$ cat src/rtl/scara_pkg.sv
// Shared types and default timing for the SCARA joint step generators.
// Latency: n/a (declarations only).
// Backpressure: n/a (declarations only).
package scara_pkg;

    // Pulse sequencer states; the ST_ prefix keeps them clear of timing parameter names.
    typedef enum logic [1:0] {
        ST_IDLE      = 2'd0,
        ST_DIR_SETUP = 2'd1,
        ST_PULSE_HI  = 2'd2,
        ST_PULSE_LO  = 2'd3
    } step_state_t;

    // Default timing in clk cycles: 100-cycle pulse, 50000-cycle period, 250-cycle dir setup.
    localparam int DEF_PULSE_HIGH  = 100;
    localparam int DEF_STEP_PERIOD = 50000;
    localparam int DEF_DIR_SETUP   = 250;

    // Bits needed to hold the larger of two cycle counts without wrapping.
    function automatic int phase_width(input int a, input int b);
        return $clog2(((a > b) ? a : b) + 1);
    endfunction

endpackage

$ cat src/rtl/step_phase_timer.sv
// Loadable down-counter that times each sequencer phase; zero flags phase end.
// Latency: load takes effect on the next edge; zero is combinational from the count flop.
// Backpressure: none; the counter holds at zero until it is reloaded.
module step_phase_timer #(
    parameter int W = 16
) (
    input  logic         clk,
    input  logic         reset,
    input  logic         load,
    input  logic [W-1:0] load_val,
    output logic         zero
);

    logic [W-1:0] count;

    // Load wins over counting; the count saturates at zero.
    always_ff @(posedge clk) begin
        if (reset) begin
            count <= '0;
        end else if (load) begin
            count <= load_val;
        end else if (count != '0) begin
            count <= count - 1'b1;
        end
    end

    assign zero = (count == '0);

endmodule

$ cat src/rtl/dual_stepper_pulser.sv
// Two-joint step pulse generator: one command yields concurrent pulse trains on both joints.
// Latency: outputs update 1 cycle after the dataReady rising edge; first pulse after DIR_SETUP more cycles.
// Backpressure: stepperReady low while busy; commands arriving while busy are dropped, not queued.
module dual_stepper_pulser
    import scara_pkg::*;
#(
    parameter int PULSE_HIGH  = DEF_PULSE_HIGH,
    parameter int STEP_PERIOD = DEF_STEP_PERIOD,
    parameter int DIR_SETUP   = DEF_DIR_SETUP
) (
    input  logic       clk,
    input  logic       reset,
    input  logic [7:0] steps1,
    input  logic [7:0] steps2,
    input  logic       dir1,
    input  logic       dir2,
    input  logic       dataReady,
    input  logic       halt,
    output logic       stepperReady,
    output logic       step1,
    output logic       step2,
    output logic       dirOut1,
    output logic       dirOut2
);

    localparam int CW = phase_width(STEP_PERIOD, DIR_SETUP);

    // Timer holds length-1 so that a phase lasts exactly its length in cycles.
    localparam logic [CW-1:0] LD_SETUP = CW'(DIR_SETUP - 1);
    localparam logic [CW-1:0] LD_HI    = CW'(PULSE_HIGH - 1);
    localparam logic [CW-1:0] LD_LO    = CW'(STEP_PERIOD - PULSE_HIGH - 1);

    step_state_t   state, state_n;
    logic [7:0]    rem1, rem2, rem1_n, rem2_n;
    logic          step1_n, step2_n, dir1_n, dir2_n;
    logic          dr_prev;
    logic          rise;
    logic          tmr_load;
    logic [CW-1:0] tmr_val;
    logic          tmr_zero;

    step_phase_timer #(.W(CW)) u_timer (
        .clk      (clk),
        .reset    (reset),
        .load     (tmr_load),
        .load_val (tmr_val),
        .zero     (tmr_zero)
    );

    // A level held high for many cycles must only start one move.
    assign rise = dataReady & ~dr_prev;

    // Ready is purely a decode of the state flop, so it rises on the cycle IDLE is entered.
    assign stepperReady = (state == ST_IDLE);

    // State, counts and the glitch-free step/direction flops.
    always_ff @(posedge clk) begin
        if (reset) begin
            state   <= ST_IDLE;
            rem1    <= '0;
            rem2    <= '0;
            step1   <= 1'b0;
            step2   <= 1'b0;
            dirOut1 <= 1'b0;
            dirOut2 <= 1'b0;
            dr_prev <= 1'b0;
        end else begin
            state   <= state_n;
            rem1    <= rem1_n;
            rem2    <= rem2_n;
            step1   <= step1_n;
            step2   <= step2_n;
            dirOut1 <= dir1_n;
            dirOut2 <= dir2_n;
            dr_prev <= dataReady;
        end
    end

    // Next-state and datapath updates; halt overrides everything including a new command.
    always_comb begin
        state_n  = state;
        rem1_n   = rem1;
        rem2_n   = rem2;
        step1_n  = step1;
        step2_n  = step2;
        dir1_n   = dirOut1;
        dir2_n   = dirOut2;
        tmr_load = 1'b0;
        tmr_val  = '0;

        if (halt) begin
            state_n = ST_IDLE;
            rem1_n  = '0;
            rem2_n  = '0;
            step1_n = 1'b0;
            step2_n = 1'b0;
        end else begin
            case (state)
                ST_IDLE: begin
                    if (rise && ((steps1 != 8'd0) || (steps2 != 8'd0))) begin
                        state_n  = ST_DIR_SETUP;
                        rem1_n   = steps1;
                        rem2_n   = steps2;
                        dir1_n   = dir1;
                        dir2_n   = dir2;
                        tmr_load = 1'b1;
                        tmr_val  = LD_SETUP;
                    end
                end
                ST_DIR_SETUP: begin
                    if (tmr_zero) begin
                        state_n  = ST_PULSE_HI;
                        step1_n  = (rem1 != 8'd0);
                        step2_n  = (rem2 != 8'd0);
                        tmr_load = 1'b1;
                        tmr_val  = LD_HI;
                    end
                end
                ST_PULSE_HI: begin
                    if (tmr_zero) begin
                        state_n  = ST_PULSE_LO;
                        step1_n  = 1'b0;
                        step2_n  = 1'b0;
                        rem1_n   = (rem1 != 8'd0) ? rem1 - 8'd1 : rem1;
                        rem2_n   = (rem2 != 8'd0) ? rem2 - 8'd1 : rem2;
                        tmr_load = 1'b1;
                        tmr_val  = LD_LO;
                    end
                end
                ST_PULSE_LO: begin
                    if (tmr_zero) begin
                        if ((rem1 == 8'd0) && (rem2 == 8'd0)) begin
                            state_n = ST_IDLE;
                        end else begin
                            state_n  = ST_PULSE_HI;
                            step1_n  = (rem1 != 8'd0);
                            step2_n  = (rem2 != 8'd0);
                            tmr_load = 1'b1;
                            tmr_val  = LD_HI;
                        end
                    end
                end
                default: begin
                    state_n = ST_IDLE;
                end
            endcase
        end
    end

endmodule

$ cat config.mk
export PLATFORM = sky130hd
export DESIGN_NAME = dual_stepper_pulser
export DESIGN_NICKNAME = d
export VERILOG_FILES = /design/src/rtl/scara_pkg.sv /design/src/rtl/step_phase_timer.sv /design/src/rtl/dual_stepper_pulser.sv
export SDC_FILE = /design/constraint.sdc
export NUM_CORES = 1
export LEC_CHECK = 0
export ABC_AREA = 1
export BUFFER_PORTS_ARGS = -buffer_cell sky130_fd_sc_hd__buf_2
export CAP_MARGIN = 40
export CORE_MARGIN = 5
export CORE_UTILIZATION = 32
export DETAILED_ROUTE_END_ITERATION = 7
export GPL_TIMING_DRIVEN = 0
export PLACE_DENSITY = 0.56
export SLEW_MARGIN = 10
export SYNTH_ARGS = -nofsm -noshare
export SYNTH_HDL_FRONTEND = slang
export SYNTH_SLANG_ARGS = --single-unit
$ cat constraint.sdc
create_clock -name clk -period 2.2 [get_ports clk]
set_input_delay 0 -clock clk [delete_from_list [all_inputs] [get_ports clk]]
set_output_delay 0 -clock clk [all_outputs]
set_load 0.01 [all_outputs]
# Yosys cells after proc, flatten, opt, wreduce, memory -nomap -nowiden
# Index checks and enable logic that the tools add are counted.
# word_totals
reg_bits,39
in_bits,22
out_inout_bits,5
# op_classes
add_sub_neg,3
eq_ne,10
n_mux,38
n_bitwise,3
reduce_logical,22
# ops
operator,count
16-bit 2-to-1 mux,4
16-bit case mux with 4 select lines,1
8-bit 2-to-1 mux,7
8-bit case mux with 2 select lines,2
8-bit nonzero test,4
7-bit 2-to-1 mux,3
16-bit zero test,1
8-bit zero test,2
16-bit nonzero test,1
16-bit by 1-bit subtractor with 16-bit output (second input constant),1
8-bit by 1-bit subtractor with 8-bit output (second input constant),2
1-bit 2-to-1 mux,12
2-bit inequality test (second input constant),6
4-bit AND reduction,3
2-bit 2-to-1 mux,5
1-bit case mux with 3 select lines,3
2-bit case mux with 4 select lines,1
5-bit AND reduction,1
2-bit == test (second input constant),2
2-bit nonzero test,2
2-bit OR reduction,2
3-bit AND reduction,1
3-bit nonzero test,1
2-bit by 1-bit == test with 1-bit output (second input constant),1
other kinds (6),8

# Longest topological paths before layout
# Gate-level depths: netlist (run 1).
# logic_depth
ltp_word,7
ltp_mapped,13
depth_no_buf,13

# Modules after synthesis
# From an unflattened synthesis (run 1), not the netlist that was laid out.
# hier_totals
hier_cells,466
hier_area_um2,2827.7
# by_module_without_submodules
mod,instances,cells_each,area_each_um2
dual_stepper_pulser,1,287,1712.9
step_phase_timer,1,179,1114.8

# Least setup slack after synthesis (run 1)
# Ideal clock, no wire load.
# synth_timing
path_kind,flip-flop to flip-flop
from,reg state[0]
to,reg u_timer.count[5]
t_arrival_ns,1.589
slack_ns,0.495
path_stages_with_launch,11
path_buffers,1
period_less_slack_ns,1.705
cell_sequence,dfxtp_1 inv_1 ha_1 or2_2 nor2_4 nand2_4 buf_6 nand3_1 nand2_1 nor2_1 nor2_1
# synth_via
word_cells_on_any_way,11
classes_between,eq/ne: 3; mux: 5; reduce/logical: 3
# synth_rtl
element,line,text
"start, declared",dual_stepper_pulser.sv:33,"step_state_t state, state_n;"
"start signal, assigned",dual_stepper_pulser.sv:68,state <= state_n;
2-bit zero test *,n/a,
via stepperReady,dual_stepper_pulser.sv:19,"output logic stepperReady,"
16-bit case mux with 4 select lines / 1-bit case mux with 3 select lines (equally long branches),dual_stepper_pulser.sv:98,case (state)
16-bit 2-to-1 mux / 1-bit 2-to-1 mux (equally long branches),dual_stepper_pulser.sv:91,if (halt) begin
16-bit 2-to-1 mux / 2-bit nonzero test (equally long branches),n/a,
"end signal, assigned",step_phase_timer.sv:21,count <= load_val;
"end signal, assigned",step_phase_timer.sv:23,count <= count - 1'b1;
"end, declared",step_phase_timer.sv:14,logic [W-1:0] count;
# Mark *: on every way through the listed nets, which the timed path passes. The rest lies on a longest branch.
# A chain may end at the register's enable or synchronous reset.

# Worst setup path after layout (run 1)
# layout_timing
from,reg rem2[0]
to,reg u_timer.count[15]
# layout_via
elab_chain_len,7
word_cells_on_any_way,8
classes_between,mux: 5; reduce/logical: 3
# layout_lines
element,line,text
"start, declared",dual_stepper_pulser.sv:34,"logic [7:0] rem1, rem2, rem1_n, rem2_n;"
"start signal, assigned",dual_stepper_pulser.sv:70,rem2 <= rem2_n;
8-bit zero test *,dual_stepper_pulser.sv:132,if ((rem1 == 8'd0) && (rem2 == 8'd0)) begin
1-bit logical AND *,dual_stepper_pulser.sv:132,
1-bit 2-to-1 mux *,dual_stepper_pulser.sv:132,
1-bit 2-to-1 mux *,dual_stepper_pulser.sv:131,if (tmr_zero) begin
1-bit case mux with 3 select lines *,dual_stepper_pulser.sv:98,
1-bit 2-to-1 mux *,dual_stepper_pulser.sv:91,
16-bit 2-to-1 mux / 2-bit nonzero test (equally long branches),n/a,
# Mark *: on every way between the ends. The rest lies on a longest branch, timed or not.

==> results of run 1 <==
==> routing by layer <==
layer  vias up  global-route usage (%)  share of wire, %
met5         -                       0                 0
met4         0                    2.80              0.49
met3         4                    2.50               3.3
met2        45                    24.5                49
met1      1206                    17.0                47
li1       1345                       -                 -
==> final timing paths <==
| path | slack [ps] | cells after the start | endpoint | start |
|---|---|---|---|---|
| setup / recovery | 200 | 13 | u_timer.count[15]$_SDFFE_PP0P_ | rem2[0]$_SDFFE_PP0P_ |
| hold reg to reg | 460 | 2 | dirOut1$_SDFFE_PP0P_ | dirOut1$_SDFFE_PP0P_ |
| setup reg to reg | 200 | 13 | u_timer.count[15]$_SDFFE_PP0P_ | rem2[0]$_SDFFE_PP0P_ |
| hold / removal | 40 | 5 | rem1[5]$_SDFFE_PP0P_ | steps1[5] |
==> power by group through the flow <==
| stage | combinational, uW | clock [uW] | sequential, uW |
|---|---|---|---|
| after floorplan | 1180 | 0 | 949 |
| after global placement | 1430 | 0 | 978 |
| after detailed placement | 1440 | 0 | 981 |
| after CTS | 1460 | 524 | 964 |
| after global routing | 1670 | 551 | 984 |
| final | 1460 | 505 | 965 |
==> state kept, by name, indices dropped and copies added, names as in the netlist <==
name	flops
dirOut1	1
dirOut2	1
dr_prev	1
rem1	8
rem2	8
state	2
step1	1
step2	1
u_timer.count	16
==> metrics by stage <==
step	cells	hold slack, ps
finish	540	35.7
global route	540	63.4
floorplan	400	69.1
detailed placement	528	227
CTS	540	31.8
global placement	528	224
==> kinds of logic (layout without fill, tap and decap cells) <==
family | Yosys count | in the layout | synth area share, %
buffers and inverters | 57 | 95 | 9.17
AO/OA/AOI/OAI | 61 | 61 | 12.6
flip-flops | 39 | 39 | 30.1
adder cells (fa/ha/maj) | 8 | 8 | 3.86
XOR/XNOR | 17 | 17 | 5.74
AND/OR/NAND/NOR | 218 | 218 | 38.5
==> synth_stat cells (4+ instances only) <==
| cell type | n | area (sq um) |
|---|---|---|
| nand2_1 | 80 | 300 |
| clkbuf_1 | 5 | 18.8 |
| nand3_1 | 32 | 160 |
| dfxtp_1 | 39 | 781 |
| xor2_1 | 15 | 131 |
| a21oi_1 | 22 | 110 |
| o21ai_0 | 28 | 140 |
| nor2_1 | 75 | 282 |
| nand4_1 | 4 | 25.0 |
| ha_1 | 8 | 100 |
| inv_1 | 48 | 180 |
| nor2_2 | 6 | 37.5 |
==> critical path: cells and delay by family, from the launching register on <==
| kind | cells | cell delay, ps |
|---|---|---|
| buffers and inverters | 3 | 200 |
| adders and majority gates | 1 | 230 |
| DFF | 1 | 320 |
| and+or+nand+nor | 9 | 1150 |
==> layout make-up <==
class | count | area [sq um] | share of cell area (%)
multi-input combinational | 304 | 1580 | 52.6
sequential | 39 | 781 | 26.1
timing repair buffer | 31 | 180 | 6.02
inverter | 48 | 180 | 6.02
tap | 102 | 128 | 4.26
clock buffer | 6 | 82.6 | 2.76
buffer | 9 | 61.3 | 2.05
clock inverter | 1 | 5.00 | 0.167
==> what timing repair did <==
item,4_1_cts,5_1_grt
gates resized for setup,0,6
setup buffers,0,0
endpoints found under the setup margin,0,12
endpoints found under the hold margin,3,0
hold buffers,5,0
==> results.yml, run 1 <==
run_status:
  status: "finished clean"
power:
  power_density_mw_per_mm2: 979
  ir_drop_v: 0.000292
  p_leak_uw: 0.00144
  intPower_uw: 1650
  p_seq_share_pct: 32.9
  comb_power_share_pct: 49.8
  finalPower_uw: 2930
  p_sw_share_pct: 43.8
  clock_power_share_pct: 17.2
  power_switching_uw: 1280
logic_synthesis:
  ys_types: 32
  ys_warn_count: 0
  syn_area_sq_mm: 0.00259
  syn_nets: 430
  synth_edf_count: 0
  synth_ff_type: "dfxtp_1"
  ys_ff_latch: 39
  avgSynthCellArea_sq_um: 6.48
  netlist_instances: 400
  yosysSeqAreaShare_pct: 30.1
  synthArstFlopShare_pct: 0
setup_path:
  start_kind: "flip-flop"
  slowest_stage: "dfxtp_1"
  end_kind: "flip-flop"
  path_cells: "inv_1, ha_1, nand3_1, nor2_1, nand2_1, nand2_1, nand2_2, nand2_4, nand3_2, nand2_2, inv_1, nand2_1, inv_1"
  crit_arrival_ps: 2200
  critPathRequiredTime_ps: 2400
  max_stage_delay_ps: 320
  critical_path_class: "reg2reg"
  critical_path.max_fanout: 7
sta:
  fin_crit_sh_pct: 90.9
  setup-tns-final_ps: 0
  fin_crit_ps: 2000
  setup_viol: 0
  slew_headroom_pct: 57.5
  rsz0062_at_grt: "no"
  slew_violations: 0
  fmax_ghz: 0.500
  worst_slew_pin_slew_ps: 636
  setup_ws_ps: 199
  fin_skew_ps: 7.33
  finalHoldViolations: 0
routing:
  dr_total_vias: 2600
  routed_wl_um: 6540
  dr.pass1.iters: 4
  wl_per_cell_um: 12.1
  avgViaCountPerCell: 4.81
  antenna_left: 0
  first_iter_violations: 77
  drc_errors: 0
layout:
  final_util_pct: 38.3
  stdcell_area_sq_mm: 0.00299
  final_cell_mix: "nand2_1 (80), nor2_1 (75), inv_1 (48)"
  layout.nets: 468
  area_delta_synth_final_pct: 15.4
  drive_above_1_share_pct: 14.4
  layout_commonest_cell: "nand2_1"
  n_fill_cell: 856
  antenna_cells: 0
placed_design:
  dp_slack_ps: 1.24
  io_buffer_count: 26
  gp_routability_congestion: 0.891
  hpwl_um: 4980
  dpl_cell_area_sq_mm: 0.00285
clock_tree:
  cts_tree: "yes"
  insertion_delay_ps: 300
  clkSinkCount: 39
  clockBufferDepth: 2
  clk_pin_slew_ps: 80
  cts_buffers: 5
  cts.htree.levels: 2
  cts-root-buf: "clkbuf_8"
grt:
  grt_max_degree: 12
  grt_first_pass_wirelength_um: 11300
  grt_pass1_vias: 2528
  grt.overflow.total: 0
  track_usage_pct: 13.6
  antenna_found_initial: 0
job:
  cap_viol_max_count: 0
die:
  die_y_um: 100
  die_area_sq_mm: 0.0100
  die_x_um: 100
  start_util_pct: 33.2
  rows: 32
  num_io_pins: 27
  core_sq_mm: 0.00781
hold_path:
  holdCritPathClass: "in2reg"
Power figures use the tool's default switching activity.
==> inputs of run 2 (changes only) <==
==> constraint.sdc (replaced) <==
create_clock -name clk -period 2 [get_ports clk]
set_input_delay 0 -clock clk [delete_from_list [all_inputs] [get_ports clk]]
set_output_delay 0 -clock clk [all_outputs]
set_load 0.01 [all_outputs]
==> run 2 against run 1 <==
Non-clock buffer count is 1 higher; hold slack hardly changed; combinational power is 14% higher; global-route usage hardly changed; total power is 12% higher; clock-buffer cell count stayed put; die area stayed put; largest power group unchanged; critical path type unchanged; worst setup slack worse by 53 ps.
==> results.yml, run 2 (synthesis results as in run 1) <==
setup_path:
  crit_buf_inv: 2
  r2r_start: "u_timer.count[1]$_SDFFE_PP0P_"
  r2r_cells: 12
  critPathRequiredTime_ps: 2190
  path_cells: "inv_1, ha_1, nand3_1, nor2_2, nand3_4, nor2_4, nand2_4, buf_6, nand3_1, nand2_1, nor2_1, nor2_1"
  critical_path_class: "reg2reg"
  crit_arrival_ps: 2040
  path_delay_family: "simple AND/OR/NAND/NOR gates"
  start_kind: "flip-flop"
  max_stage_delay_ps: 310
  reg2reg_slack_ps: 150
  critical_path.max_fanout: 10
  slowest_stage: "dfxtp_1"
  end_kind: "flip-flop"
  worstReg2RegEnd: "u_timer.count[5]$_SDFFE_PP0P_"
clock_tree:
  clk_pin_slew_ps: 80
  cts.htree.levels: 2
  insertion_delay_ps: 290
  cts-root-buf: "clkbuf_8"
  clkSinkCount: 39
  cts_tree: "yes"
  cts_buffers: 5
  clockBufferDepth: 2
sta:
  fmax_ghz: 0.539
  worst_slew_pin_slew_ps: 630
  finalHoldViolations: 0
  slew_headroom_pct: 57.9
  fin_crit_ps: 1850
  fin_crit_sh_pct: 92.7
  slew_violations: 0
  setup_viol: 0
  setup_ws_ps: 146
  fin_skew_ps: 10.2
grt:
  antenna_found_initial: 0
  grt.overflow.total: 0
  grt_pass1_vias: 2541
  grt_first_pass_wirelength_um: 11300
  grt_max_degree: 12
  track_usage_pct: 13.7
routing:
  first_iter_violations: 70
  avgViaCountPerCell: 4.84
  antenna_left: 0
  wl_per_cell_um: 12.2
  routed_wl_um: 6620
  dr_total_vias: 2620
  drc_errors: 0
  dr.pass1.iters: 4
placed_design:
  dp.cells: 528
  io_buffer_count: 26
  hpwl_um: 4980
  dp_slack_ps: -199
  gp_routability_congestion: 0.891
die:
  start_util_pct: 33.2
  die_y_um: 100
  num_io_pins: 27
  die_x_um: 100
  die_area_sq_mm: 0.0100
  rows: 32
  core_sq_mm: 0.00781
power:
  p_leak_uw: 0.00146
  ir_drop_v: 0.000315
  power_density_mw_per_mm2: 1070
hold_path:
  holdCritPathClass: "in2reg"
  holdPathStages: 5
  hold_end: "rem1[5]$_SDFFE_PP0P_"
  min_from: "steps1[5]"
layout:
  drive_above_1_share_pct: 16.4
  antenna_cells: 0
  final_cell_mix: "nand2_1 (80), nor2_1 (73), inv_1 (47)"
  area_delta_synth_final_pct: 17.8
  regMostFlops: "u_timer.count"
  largest_reg_flops: 16
  n_fill_cell: 847
  fin_cells: 541
  reg_top3: "u_timer.count: 16 flops, rem1: 8 flops, rem2: 8 flops"
  layout.nets: 469
  layout_commonest_cell: "nand2_1"
job:
  cap_viol_max_count: 0
run_status:
  status: "finished clean"
-- run 2: worst max path at each step --
stage / from / endpoint / slack [ps] / depth (start not counted)
2_1_floorplan: state[0]$_SDFFE_PP0P_ / u_timer.count[5]$_SDFFE_PP0P_ / 290 / 10
3_3_place_gp: state[0]$_SDFFE_PP0P_ / rem1[1]$_SDFFE_PP0P_ / -150 / 8
3_5_place_dp: state[0]$_SDFFE_PP0P_ / state[1]$_SDFFE_PP0P_ / -200 / 8
4_1_cts: rem2[0]$_SDFFE_PP0P_ / u_timer.count[15]$_SDFFE_PP0P_ / 50 / 13
5_1_grt: u_timer.count[0]$_SDFFE_PP0P_ / u_timer.count[5]$_SDFFE_PP0P_ / -20 / 12
6_report: u_timer.count[1]$_SDFFE_PP0P_ / u_timer.count[5]$_SDFFE_PP0P_ / 150 / 12
-- run 2: layer usage --
metal | wire [um] | track usage [%] | up-vias
li1 | - | - | 1355
met1 | 3110 | 17.0 | 1221
met2 | 3260 | 24.6 | 40
met3 | 217 | 2.50 | 4
met4 | 34 | 2.80 | 0
met5 | 0 | 0 | -
-- run 2: stage by stage --
step / hold slack [ps] / instance area [sq um] / setup TNS, ps / total power, uW / utilization [%]
after CTS: 31.8 / 3000 / 0 / 3250 / 38.4
after global placement: 224 / 2850 / -911 / 2650 / 36.5
after global routing: 63.4 / 3060 / -18.2 / 3590 / 39.2
after detailed placement: 227 / 2850 / -1160 / 2670 / 36.5
final: 36.2 / 3060 / 0 / 3290 / 39.2
after floorplan: 69.1 / 2590 / 0 / 2340 / -
-- run 2: cell type report --
type,count,area (sq um),area share (%)
multi-input cells,304,1620,53.1
flip-flops and latches,39,781,25.5
repair buffers,32,188,6.14
inverters,48,180,5.89
well taps,102,128,4.18
clock buffers,6,82.6,2.70
plain buffers,9,70.1,2.29
clock inverters,1,5.00,0.164
-- run 2: tightest hold or removal path: cells and delay by family --
kind,cells,cell delay [ps]
buffers and inverters,1,90
AND/OR/NAND/NOR,4,210
-- run 2: what timing repair did --
action,4_1_cts,5_1_grt
buffers inserted,0,1
cloned,0,0
pin swaps,0,2
endpoints found under the hold margin,3,0
hold buffers,5,0
setup endpoints to repair,14,23
resized for setup,4,19
-- run 2: power breakdown --
group          switching, uW  internal, uW  leakage, uW
sequential               137           927     0.000319
combinational           1020           644      0.00109
clock                    285           271    0.0000470
total                   1440          1840      0.00146
==> inputs of run 3 (changes only) <==
--- a/config.mk
+++ b/config.mk
@@ -8,11 +8,11 @@
 export ABC_AREA = 1
 export BUFFER_PORTS_ARGS = -buffer_cell sky130_fd_sc_hd__buf_2
 export CAP_MARGIN = 40
-export CORE_MARGIN = 5
-export CORE_UTILIZATION = 32
+export CORE_MARGIN = 3
+export CORE_UTILIZATION = 35
 export DETAILED_ROUTE_END_ITERATION = 7
 export GPL_TIMING_DRIVEN = 0
-export PLACE_DENSITY = 0.56
+export PLACE_DENSITY = 0.59
 export SLEW_MARGIN = 10
 export SYNTH_ARGS = -nofsm -noshare
 export SYNTH_HDL_FRONTEND = slang
==> run 3 against run 2 <==
Sequential share of layout area fell by 0.23 points; highest routed layer unchanged; critical endpoint is now rem2[4]$_SDFFE_PP0P_; first-iteration DRC count rose by 4.3%; total power rose by 4.9%; global-route usage rose by 1.8 points; sequential power barely moved; final area rose by 0.90%; clock skew barely moved; largest cell class unchanged; sequential cell count did not move; die area fell by 15%; largest power group unchanged; clock power rose by 28%; via count fell by 2.6%.
==> results.yml, run 3 (synthesis results as in run 1) <==
placed_design:
  dp_slack_ps: -209
  gp_routability_congestion: 0.826
  io_buffer_count: 26
  hpwl_um: 4720
  dpl_cell_area_sq_mm: 0.00284
  dp.cells: 522
hold_path:
  min_from: "steps1[7]"
  hold_end: "rem1[7]$_SDFFE_PP0P_"
  holdCritPathClass: "in2reg"
  holdPathStages: 5
grt:
  grt_pass1_vias: 2370
  grt.overflow.total: 0
  track_usage_pct: 15.4
  grt_first_pass_wirelength_um: 10800
  grt_max_degree: 13
  antenna_found_initial: 0
layout:
  largest_reg_flops: 16
  layout_commonest_cell: "nand2_1"
  fin_cells: 537
  antenna_cells: 0
  layout.nets: 470
  area_delta_synth_final_pct: 18.9
  final_cell_mix: "nand2_1 (80), nor2_1 (74), inv_1 (46)"
  drive_above_1_share_pct: 17.0
  regMostFlops: "u_timer.count"
  reg_top3: "u_timer.count: 16 flops, rem1: 8 flops, rem2: 8 flops"
  stdcell_area_sq_mm: 0.00308
sta:
  fin_crit_ps: 1830
  setup_viol: 0
  worst_slew_pin_slew_ps: 692
  slew_violations: 0
  setup_ws_ps: 170
  fin_crit_sh_pct: 91.5
  slew_headroom_pct: 53.7
  fin_skew_ps: 10.3
  finalHoldViolations: 0
  timing.hold.ws_ps: 31.9
  fmax_ghz: 0.547
  rsz0062_at_grt: "no"
die:
  die_x_um: 92.1
  num_io_pins: 27
  rows: 30
  die_y_um: 92.1
  die_area_sq_mm: 0.00848
  core_sq_mm: 0.00698
  start_util_pct: 37.2
clock_tree:
  cts-root-buf: "clkbuf_8"
  insertion_delay_ps: 300
  clk_pin_slew_ps: 90
  cts_buffers: 5
  cts.htree.levels: 2
  clkSinkCount: 39
  clockBufferDepth: 2
  cts_tree: "yes"
setup_path:
  worstReg2RegEnd: "rem2[4]$_SDFFE_PP0P_"
  critical_path_class: "reg2reg"
  path_delay_family: "buffers and inverters"
  r2r_start: "state[0]$_SDFFE_PP0P_"
  end_kind: "flip-flop"
  reg2reg_slack_ps: 170
  crit_arrival_ps: 2020
  crit_buf_inv: 3
  r2r_cells: 7
  max_stage_delay_ps: 410
  critPathRequiredTime_ps: 2190
  start_kind: "flip-flop"
  critical_path.max_fanout: 10
  path_cells: "inv_1, ha_1, inv_1, clkbuf_1, o21ai_0, o21ai_0, a21oi_1"
  slowest_stage: "clkbuf_1"
routing:
  first_iter_violations: 73
  routed_wl_um: 6290
  wl_per_cell_um: 11.7
  dr_total_vias: 2551
  drc_errors: 0
  antenna_left: 0
  dr.pass1.iters: 4
  avgViaCountPerCell: 4.75
power:
  power_density_mw_per_mm2: 1120
  ir_drop_v: 0.000340
  p_leak_uw: 0.00147
run_status:
  status: "finished clean"
job:
  cap_viol_max_count: 0
-- run 3: report_power, final --
group	switching, uW	internal, uW	total, uW
registers	136	927	1060
logic	1020	658	1680
clock network	304	404	709
-- run 3: cell type report --
| cell class | instances | area, sq um |
|---|---|---|
| buffer | 9 | 63.8 |
| clock buffer | 6 | 82.6 |
| clock inverter | 2 | 35.0 |
| fill | 757 | 3900 |
| multi-input combinational | 304 | 1630 |
| tap | 96 | 120 |
| sequential | 39 | 781 |
| timing repair buffer | 33 | 195 |
| inverter | 48 | 180 |
-- run 3: how the worst max path moves through the flow --
stage	startpoint	endpoint	cells past startpoint
after global routing	state[0]$_SDFFE_PP0P_	rem1[1]$_SDFFE_PP0P_	8
after global placement	state[0]$_SDFFE_PP0P_	rem1[1]$_SDFFE_PP0P_	8
after floorplan	state[0]$_SDFFE_PP0P_	u_timer.count[5]$_SDFFE_PP0P_	10
final	state[0]$_SDFFE_PP0P_	rem2[4]$_SDFFE_PP0P_	7
after CTS	rem2[0]$_SDFFE_PP0P_	u_timer.count[9]$_SDFFE_PP0P_	13
after detailed placement	state[0]$_SDFFE_PP0P_	state[1]$_SDFFE_PP0P_	8
-- run 3: layer usage --
| metal | part of all wire (%) | track usage (%) | vias up | wire [um] |
|---|---|---|---|---|
| met1 | 47 | 19.9 | 1137 | 2940 |
| li1 | - | - | 1355 | - |
| met3 | 4.3 | 2.79 | 7 | 271 |
| met5 | 0 | 0 | - | 0 |
| met2 | 48 | 26.7 | 52 | 3030 |
| met4 | 0.83 | 3.34 | 0 | 52 |
-- run 3: tightest hold or removal path: stages --
cell,delay [ps]
buf_2,90
nand2_1,40
o21ai_0,60
nor2_1,40
nor2_1,70
-- run 3: stage by stage --
step / utilization, % / TNS (ps) / power [uW]
2_1_floorplan: - / 0 / 2340
3_3_place_gp: 40.7 / -1050 / 2670
3_5_place_dp: 40.7 / -1320 / 2670
4_1_cts: 43.2 / 0 / 3400
5_1_grt: 44.2 / 0 / 3760
6_report: 44.2 / 0 / 3450
-- run 3: repair_timing --
item | in CTS | in global routing
hold buffers | 5 | 0
buffers inserted | 0 | 2
resized for setup | 3 | 19
endpoints found under the setup margin | 9 | 19
hold endpoints to repair | 3 | 0
cloned | 0 | 0
